<file path="src/rtl/traffic_lights_cmd_deframer.sv">
// traffic_lights_cmd_deframer
// Assembles fixed-length byte frames from the host link into single-cycle
// commands for the traffic-light controller. A frame is a header byte
// {sync[4:0], type[2:0]} followed by the 16-bit payload, high byte first.
// Bad headers, illegal types, checksum mismatches and inter-byte stalls
// are dropped and counted.
// Optional feature macro: TL_CMD_CHECKSUM_EN (adds a trailing XOR checksum byte).
module traffic_lights_cmd_deframer #(
    parameter int unsigned BYTE_TIMEOUT = 1000,
    parameter int unsigned MAX_CMD_TYPE = 5,
    parameter logic [4:0]  SYNC_PATTERN = 5'b10100
) (
    input  logic        clk_i,
    input  logic        rst_n_i,
    input  logic [7:0]  byte_data_i,
    input  logic        byte_valid_i,
    output logic        byte_ready_o,
    output logic [2:0]  cmd_type_o,
    output logic        cmd_valid_o,
    output logic [15:0] cmd_data_o,
    output logic        frame_err_o,
    output logic [7:0]  err_cnt_o
);

    // The idle counter fires on the cycle it would reach BYTE_TIMEOUT.
    localparam logic [15:0] TIMEOUT_LAST = 16'(BYTE_TIMEOUT - 1);

    typedef enum logic [2:0] {
        IDLE    = 3'd0,
        DATA_HI = 3'd1,
        DATA_LO = 3'd2,
`ifdef TL_CMD_CHECKSUM_EN
        CHK     = 3'd3,
`endif
        EMIT    = 3'd4
    } state_t;

    state_t      r_state;
    state_t      w_next_state;
    logic [2:0]  r_type;
    logic [7:0]  r_data_hi;
`ifdef TL_CMD_CHECKSUM_EN
    logic [7:0]  r_data_lo;
    logic [7:0]  w_checksum;
`endif
    logic [15:0] r_idle_cnt;
    logic        r_ready;
    logic        r_cmd_valid;
    logic [2:0]  r_cmd_type;
    logic [15:0] r_cmd_data;
    logic        r_frame_err;
    logic [7:0]  r_err_cnt;

    logic        w_hs;
    logic        w_wait;
    logic        w_timeout;
    logic        w_type_legal;
    logic        w_emit;
    logic        w_err;
    logic [15:0] w_frame_data;

    assign w_hs         = byte_valid_i & r_ready;
    assign w_type_legal = ({29'd0, r_type} <= 32'(MAX_CMD_TYPE));
`ifdef TL_CMD_CHECKSUM_EN
    assign w_checksum   = {SYNC_PATTERN, r_type} ^ r_data_hi ^ r_data_lo;
    assign w_wait       = (r_state == DATA_HI) || (r_state == DATA_LO) || (r_state == CHK);
`else
    assign w_wait       = (r_state == DATA_HI) || (r_state == DATA_LO);
`endif
    assign w_timeout    = w_wait && !w_hs && (r_idle_cnt == TIMEOUT_LAST);

    // Next-state decode plus the emit/error decisions that feed the output registers.
    always_comb begin
        w_next_state = r_state;
        w_emit       = 1'b0;
        w_err        = 1'b0;
        w_frame_data = {r_data_hi, byte_data_i};
        case (r_state)
            IDLE: begin
                if (w_hs) begin
                    if (byte_data_i[7:3] == SYNC_PATTERN) begin
                        w_next_state = DATA_HI;
                    end else begin
                        w_err = 1'b1;
                    end
                end
            end
            DATA_HI: begin
                if (w_hs) begin
                    w_next_state = DATA_LO;
                end else if (w_timeout) begin
                    w_next_state = IDLE;
                    w_err        = 1'b1;
                end
            end
            DATA_LO: begin
                if (w_hs) begin
`ifdef TL_CMD_CHECKSUM_EN
                    w_next_state = CHK;
`else
                    w_next_state = EMIT;
                    w_emit       = w_type_legal;
                    w_err        = !w_type_legal;
`endif
                end else if (w_timeout) begin
                    w_next_state = IDLE;
                    w_err        = 1'b1;
                end
            end
`ifdef TL_CMD_CHECKSUM_EN
            CHK: begin
                w_frame_data = {r_data_hi, r_data_lo};
                if (w_hs) begin
                    if (byte_data_i == w_checksum) begin
                        w_next_state = EMIT;
                        w_emit       = w_type_legal;
                        w_err        = !w_type_legal;
                    end else begin
                        w_next_state = IDLE;
                        w_err        = 1'b1;
                    end
                end else if (w_timeout) begin
                    w_next_state = IDLE;
                    w_err        = 1'b1;
                end
            end
`endif
            EMIT: begin
                w_next_state = IDLE;
            end
            default: begin
                w_next_state = IDLE;
            end
        endcase
    end

    // State register and frame field capture.
    always_ff @(posedge clk_i or negedge rst_n_i) begin
        if (!rst_n_i) begin
            r_state   <= IDLE;
            r_type    <= 3'd0;
            r_data_hi <= 8'd0;
`ifdef TL_CMD_CHECKSUM_EN
            r_data_lo <= 8'd0;
`endif
        end else begin
            r_state <= w_next_state;
            if (w_hs && (r_state == IDLE) && (byte_data_i[7:3] == SYNC_PATTERN)) begin
                r_type <= byte_data_i[2:0];
            end
            if (w_hs && (r_state == DATA_HI)) begin
                r_data_hi <= byte_data_i;
            end
`ifdef TL_CMD_CHECKSUM_EN
            if (w_hs && (r_state == DATA_LO)) begin
                r_data_lo <= byte_data_i;
            end
`endif
        end
    end

    // Inter-byte idle counter; restarts on every accepted byte and outside a frame.
    always_ff @(posedge clk_i or negedge rst_n_i) begin
        if (!rst_n_i) begin
            r_idle_cnt <= 16'd0;
        end else if (w_hs || !w_wait || w_timeout) begin
            r_idle_cnt <= 16'd0;
        end else begin
            r_idle_cnt <= r_idle_cnt + 16'd1;
        end
    end

    // Registered outputs: ready, command strobe/payload, error strobe and saturating count.
    always_ff @(posedge clk_i or negedge rst_n_i) begin
        if (!rst_n_i) begin
            r_ready     <= 1'b0;
            r_cmd_valid <= 1'b0;
            r_cmd_type  <= 3'd0;
            r_cmd_data  <= 16'd0;
            r_frame_err <= 1'b0;
            r_err_cnt   <= 8'd0;
        end else begin
            r_ready     <= (w_next_state != EMIT);
            r_cmd_valid <= w_emit;
            if (w_emit) begin
                r_cmd_type <= r_type;
                r_cmd_data <= w_frame_data;
            end
            r_frame_err <= w_err;
            if (w_err && (r_err_cnt != 8'hFF)) begin
                r_err_cnt <= r_err_cnt + 8'd1;
            end
        end
    end

    assign byte_ready_o = r_ready;
    assign cmd_valid_o  = r_cmd_valid;
    assign cmd_type_o   = r_cmd_type;
    assign cmd_data_o   = r_cmd_data;
    assign frame_err_o  = r_frame_err;
    assign err_cnt_o    = r_err_cnt;

endmodule

</file>
<file path="config.mk">
export PLATFORM = sky130hd
export DESIGN_NAME = traffic_lights_cmd_deframer
export DESIGN_NICKNAME = d
export VERILOG_FILES = /design/src/rtl/traffic_lights_cmd_deframer.sv
export SDC_FILE = /design/constraint.sdc
export NUM_CORES = 1
export LEC_CHECK = 0
export ABC_AREA = 0
export BUFFER_PORTS_ARGS = -buffer_cell sky130_fd_sc_hd__buf_4
export CAP_MARGIN = 20
export CORE_MARGIN = 4
export CORE_UTILIZATION = 45
export CTS_BUF_LIST = sky130_fd_sc_hd__clkbuf_4 sky130_fd_sc_hd__clkbuf_8
export CTS_CLUSTER_DIAMETER = 50
export DETAILED_ROUTE_END_ITERATION = 12
export HOLD_SLACK_MARGIN = 0.06
export PLACE_DENSITY = 0.66
export SETUP_SLACK_MARGIN = 0.5
export SLEW_MARGIN = 15
export SYNTH_ARGS = -nofsm -noshare
export SYNTH_HDL_FRONTEND = slang
export SYNTH_SLANG_ARGS = --single-unit
</file>
<file path="constraint.sdc">
create_clock -name clk_i -period 2.4 [get_ports clk_i]
set_input_delay 0.48 -clock clk_i [delete_from_list [all_inputs] [get_ports clk_i]]
set_output_delay 0.48 -clock clk_i [all_outputs]
set_load 0.005 [all_outputs]
</file>
---- After elaboration in Yosys (flattened, before gate mapping) ----
Cells that the tools add are included.
storage, ports and cells
  bits in registers ....................... 60
  bits of input ports ..................... 11
  output and inout port bits .............. 30
  logic and storage cells ................. 48
operators by class
  $add $sub $neg .......................... 2
  magnitude comparators ................... 1
  equality and inequality tests ........... 6
  muxes and demuxes ....................... 15
  bitwise operators ....................... 1
  reductions and logical operators ........ 13
operators by type and width
  cell                     count
  $add A16 B1 Y16 const B  1
  $eq A16 B10 Y1 const B   1
  $mux W16                 1
  $mux W3                  5
  $pmux W3 S3              1
  $add A8 B1 Y8 const B    1
  $ne A8 B8 Y1 const B     1
  $mux W1                  7
  $logic_and A1 B1 Y1      6
  $eq A5 B5 Y1 const B     1
  $eq A3 B1 Y1 const B     1
  $eq A3 B2 Y1 const B     1
  $le A3 B3 Y1 const B     1
  $logic_not A1 Y1         3
  $logic_not A3 Y1         1
  $logic_or A1 B1 Y1       3
  $ne A3 B3 Y1 const B     1
  $pmux W1 S3              1
  $and A1 B1 Y1            1

---- Longest topological paths before layout ----
  depth in word-level cells ............... 8
  mapped depth ............................ 7
  gate-level depth less buffers ........... 6

---- Worst setup path after synthesis ----
OpenSTA, ideal clock, no wires.
  kind .................................... register to register
  start ................................... reg r_idle_cnt[12]
  end ..................................... reg r_err_cnt[6] (netlist: err_cnt_o[6])
  library setup time ...................... 128 ps
  arrival ................................. 2071 ps
  data required time ...................... 2272 ps
  slack ................................... 201 ps
  stages on the path, launching flop included .. 6
  path buffers ............................ 0
  clock period less this slack ............ 2199 ps
  cells stage by stage .................... dfrtp_1 or4_4 nor4_4 a22oi_2 nor4b_2 mux2_1
on the way
  cells in the longest elaborated chain, start to end .. 6
  elaborated cells between the ends (all ways) .. 7
  those cells by class .................... 1 x eq/ne; 4 x mux; 2 x reduce/logical
RTL lines
  item                               RTL line  text
  from (decl)                        46        logic [15:0] r_idle_cnt;
  from (signal assigned)             169       r_idle_cnt <= r_idle_cnt + 16'd1;
  $eq A16 B10 Y1 *                   70        assign w_timeout = w_wait && !w_hs && (r_idle_cnt == TIMEOUT_LAST);
  $logic_and A1 B1 Y1 *              70
  $mux W1 *                          91, 105
  $mux W1, on equally long branches  97, 89
  $pmux W1 S3 *                      78        case (r_state)
  $logic_and A1 B1 Y1 *              190       if (w_err && (r_err_cnt != 8'hFF)) begin
  to (signal assigned)               191       r_err_cnt <= r_err_cnt + 8'd1;
  to (decl)                          52        logic [7:0] r_err_cnt;
Every way passes the cells marked *; elsewhere a longest branch is shown, timed or not.
A chain may end at the register's enable or synchronous reset.

---- Worst setup path in the final report ----
  start ................................... reg r_idle_cnt[13]
  end ..................................... reg r_err_cnt[6] (netlist: err_cnt_o[6])
Same word-level chain as after synthesis.

==> results.txt <==
* Outcome: finished, final reports clean
- In the global route stage, met3 resource usage came out at 0.0563.
- Highest Clock Rate: between 0.4 and 0.5 GHz
- Power density over cell area: roughly 800 nW/um2
- Of all nets on the critical path, the largest fanout is 6.
- Register-to-register setup slack: between 0.2 and 0.3 ns
* Initial Util: 0.466
- Yosys printed 0 warnings.
- After clock tree synthesis, the flow added hold-fix buffers numbering 0.
* Core outline area: 5510 um2
* Total Wirelength: around 5000 um
- Remaining DRCs: 0
- GR Util met1: 0.188
- The critical path is of the reg -> reg type.
- Subtracting the final worst setup slack from the clock period gives around 2.1 ns.
- Sequential-to-total area share from yosys stat: 0.585
- Measured along the x axis, the die boundary spans 83.5 um.
* Net Sw Power: ~640 uW
- Post-Synthesis Cells: between 200 and 250
* Top-level port count: 41
- Die area: between 6000 and 7000 um2
* Relative contribution of sequential cells to total power: 0.458
- CTS clock-pin slew for the worst setup and hold paths: approximately 0.07 ns
- The clock drives 60 sinks.
* Post-synthesis instance area: 2570 um2
- Initial DRC Count: 47
- Final antenna diode count: 0
- For the pin with the worst max-slew slack, the measured transition is 0.747 ns.
- Final-stage net count: between 200 and 300
- The tool flagged a number of max-cap violations equal to 0.
- The routed layout has 1733 vias.
- Of the post-synthesis cell area, the dominant cell type holds 0.585.
- Headroom to the max-slew limit came out at 0.502.
* Standby leakage power: 0.00162 uW
* Clock group share of total power: 0.386
- Fin. max-slew vios: 0
- In the final layout, the share of cells above drive strength 1 is 0.431.
- Synth area leaders: sky130_fd_sc_hd__dfrtp_1 (59%), sky130_fd_sc_hd__mux2_2 (13%), sky130_fd_sc_hd__xor2_1 (5.5%)
- Number of nets produced by synthesis: 214
- Reg2Reg Launch Point: r_idle_cnt[13]$_DFF_PN0_
- Depth of the worst register-to-register path: 5
- Relative contribution of combinational cells to total power: 0.156
- Die H: 83.5 um
- The H-tree was split into 3 levels.
- Fillcell total: roughly 440
- Endpoint class of the critical path: flop
* Antenna violations before repair: 0
- On the final layout, the worst hold slack is slightly above 0.2 ns.
* DP Wirelength: 3290 um
* GRT Residual Overflow: 0
* Wire length per cell after detailed routing: 14.5 um
- The internal portion of the total power is 2050 uW.
* CTS Buffer Depth: 2
* Layout Skew: 0.00612 ns
- Clock tree from TritonCTS: yes
- Average size of a mapped cell: between 10 and 15 um2
- Setup violations remaining at the end of the flow were counted as 0.
* Pin count of the biggest net entering global routing: between 60 and 70
- Number of distinct standard cells referenced by the synthesized netlist: 32
- Compared with the post-synthesis result, the final layout area differs by 31.4%.
- Number of iterations in the first detailed-routing pass: 4
- The first global-routing pass estimated around 8600 um of wire.
- All-Layer GR Usage: 0.157
* VDD IR max: 593 uV
- In the finished design, the share of the clock period the worst path needs comes to 0.891.
- The number of failing hold endpoints at the final stage came to 0.
* Met2 routing resource usage after global routing: 0.250
* Arrival time reported for the critical path endpoint: ~2.4 ns
- Routability-driven placement finished with a final weighted congestion of around 0.75.
* Via-per-instance ratio: 5.08
- Buffers inserted during clock tree synthesis total 9.
- Number of antenna-violating nets in the routed design: 0
* Flip-flop and latch count after synthesis: 60
- Endpoint of the worst register-to-register path: err_cnt_o[6]$_DFFE_PN0P_
* Critical path required time: ~2.6 ns
- Number of core rows: 27
- CTS placed an instance of sky130_fd_sc_hd__clkbuf_8 at the clock tree root.
- Clock latency reported for the late side of the worst-skew pair: around 0.33 ns
- The worst setup path is launched from a flop.
- Min-delay worst type: in -> async
- Vias in the first global route: around 1.8k
- Unrepaired setup endpoints after global routing: yes
- In this run the tool buffered the top-level ports with 40 buffer cells.
- The layer flagged by global routing as most heavily used is met2.
- Setup total negative slack: 0 ns
* Library cell occupying the most area in the post-synthesis netlist: sky130_fd_sc_hd__dfrtp_1
* Switching Share: 0.238
[state kept, by name, summed over array words and instances, names as in the netlist]
register      flops
r_idle_cnt       16
r_state           3
cmd_type_o        3
cmd_data_o       16
byte_ready_o      1
err_cnt_o         8
frame_err_o       1
cmd_valid_o       1
r_type            3
r_data_hi         8
[final cells by class]
cell class                 instances  area (um2)  area share
sequential                        60        1500       0.445
tap                               72        90.1      0.0267
multi-input combinational        132        1100       0.327
clock buffer                      12         165      0.0490
clock inverter                     4        70.1      0.0208
inverter                           6        22.5     0.00668
timing repair buffer              55         420       0.125
[per-stage QoR]
| step | instances | instance area [um2] | worst slack [ns] | power, uW | util |
|---|---|---|---|---|---|
| final | 341 | 3370 | 0.261 | 2690 | 0.612 |
| after global routing | 341 | 3370 | 0.152 | 2840 | 0.612 |
| after CTS | 338 | 3330 | 0.246 | 2720 | 0.604 |
| after detailed placement | 313 | 2970 | 0.177 | 1620 | 0.539 |
| after global placement | 313 | 2970 | 0.196 | 1610 | 0.539 |
| after floorplan | 201 | 2570 | 0.302 | 1400 | - |
[worst max-delay path by stage]
stage	start	end	depth (start not counted)	slack (ns)
CTS	r_idle_cnt[13]$_DFF_PN0_	err_cnt_o[6]$_DFFE_PN0P_	5	0.25
floorplan	r_idle_cnt[4]$_DFF_PN0_	err_cnt_o[6]$_DFFE_PN0P_	5	0.30
global placement	r_idle_cnt[4]$_DFF_PN0_	err_cnt_o[6]$_DFFE_PN0P_	5	0.20
finish	r_idle_cnt[13]$_DFF_PN0_	err_cnt_o[6]$_DFFE_PN0P_	5	0.26
global route	r_idle_cnt[13]$_DFF_PN0_	err_cnt_o[6]$_DFFE_PN0P_	5	0.15
detailed placement	r_idle_cnt[3]$_DFF_PN0_	err_cnt_o[6]$_DFFE_PN0P_	5	0.18
[cell families (layout without fill, tap and decap cells)]
| group | after synthesis | after routing | share of synthesized area |
|---|---|---|---|
| AOI/OAI and AO/OA | 7 | 7 | 0.0327 |
| xor gates and xnor gates | 20 | 20 | 0.0683 |
| adders and majority gates | 2 | 2 | 0.00975 |
| buffers and inverters | 9 | 77 | 0.0137 |
| DFF | 60 | 60 | 0.585 |
| muxes | 31 | 31 | 0.136 |
| and+or+nand+nor | 72 | 72 | 0.155 |
[power by group through the flow]
| stage | Combinational [uW] | Clock [uW] | Sequential, uW |
|---|---|---|---|
| 5_1_grt | 465 | 1120 | 1250 |
| 6_report | 419 | 1040 | 1230 |
| 3_5_place_dp | 367 | 0 | 1250 |
| 4_1_cts | 413 | 1070 | 1230 |
| 3_3_place_gp | 359 | 0 | 1250 |
| 2_1_floorplan | 155 | 0 | 1240 |
[cell usage after synthesis (all sizes together)]
master,number
ha,2
nor2b,1
clkbuf,2
nor4,5
a221oi,1
and2,2
nor3b,1
inv,6
o21ai,1
and4,1
nand3,13
or4b,1
nand2,9
nor3,3
nand4,4
o22a,2
nand2b,4
buf,1
xor2,16
nor2,23
nand3b,1
xnor2,4
or4,1
nor4b,2
a2111oi,1
and3,1
a211oi,1
mux2,31
dfrtp,60
a22oi,1
[routing by layer]
metal | vias to the layer above | part of all wire
met5 | - | 0
met4 | 0 | 0.019
met3 | 10 | 0.036
met2 | 28 | 0.51
met1 | 860 | 0.43
li1 | 835 | -
[layout by cell type (no fill, tap or decap), types with 4 or more instances in the layout]
| master | instances |
|---|---|
| sky130_fd_sc_hd__xnor2_1 | 4 |
| sky130_fd_sc_hd__buf_4 | 53 |
| sky130_fd_sc_hd__nand2_1 | 9 |
| sky130_fd_sc_hd__nor2_1 | 21 |
| sky130_fd_sc_hd__nand3_1 | 13 |
| sky130_fd_sc_hd__clkbuf_8 | 12 |
| sky130_fd_sc_hd__dfrtp_1 | 60 |
| sky130_fd_sc_hd__mux2_2 | 29 |
| sky130_fd_sc_hd__xor2_1 | 16 |
| sky130_fd_sc_hd__inv_1 | 6 |
| sky130_fd_sc_hd__nand2b_1 | 4 |
| sky130_fd_sc_hd__nand4_1 | 4 |
[worst max-delay path: stages, from the launching register on]
cell,delay [ns]
sky130_fd_sc_hd__dfrtp_1,0.38
sky130_fd_sc_hd__or4_4,0.55
sky130_fd_sc_hd__nor4_4,0.28
sky130_fd_sc_hd__a22oi_2,0.19
sky130_fd_sc_hd__nor4b_2,0.29
sky130_fd_sc_hd__mux2_1,0.34
[repair_timing]
action                     4_1_cts  5_1_grt
setup buffers                    9        2
gates cloned                     0        1
resized for setup               10        7
setup endpoints to repair        8       23
pin swaps                       12        6
No activity file was read; power rests on OpenSTA's default activity.
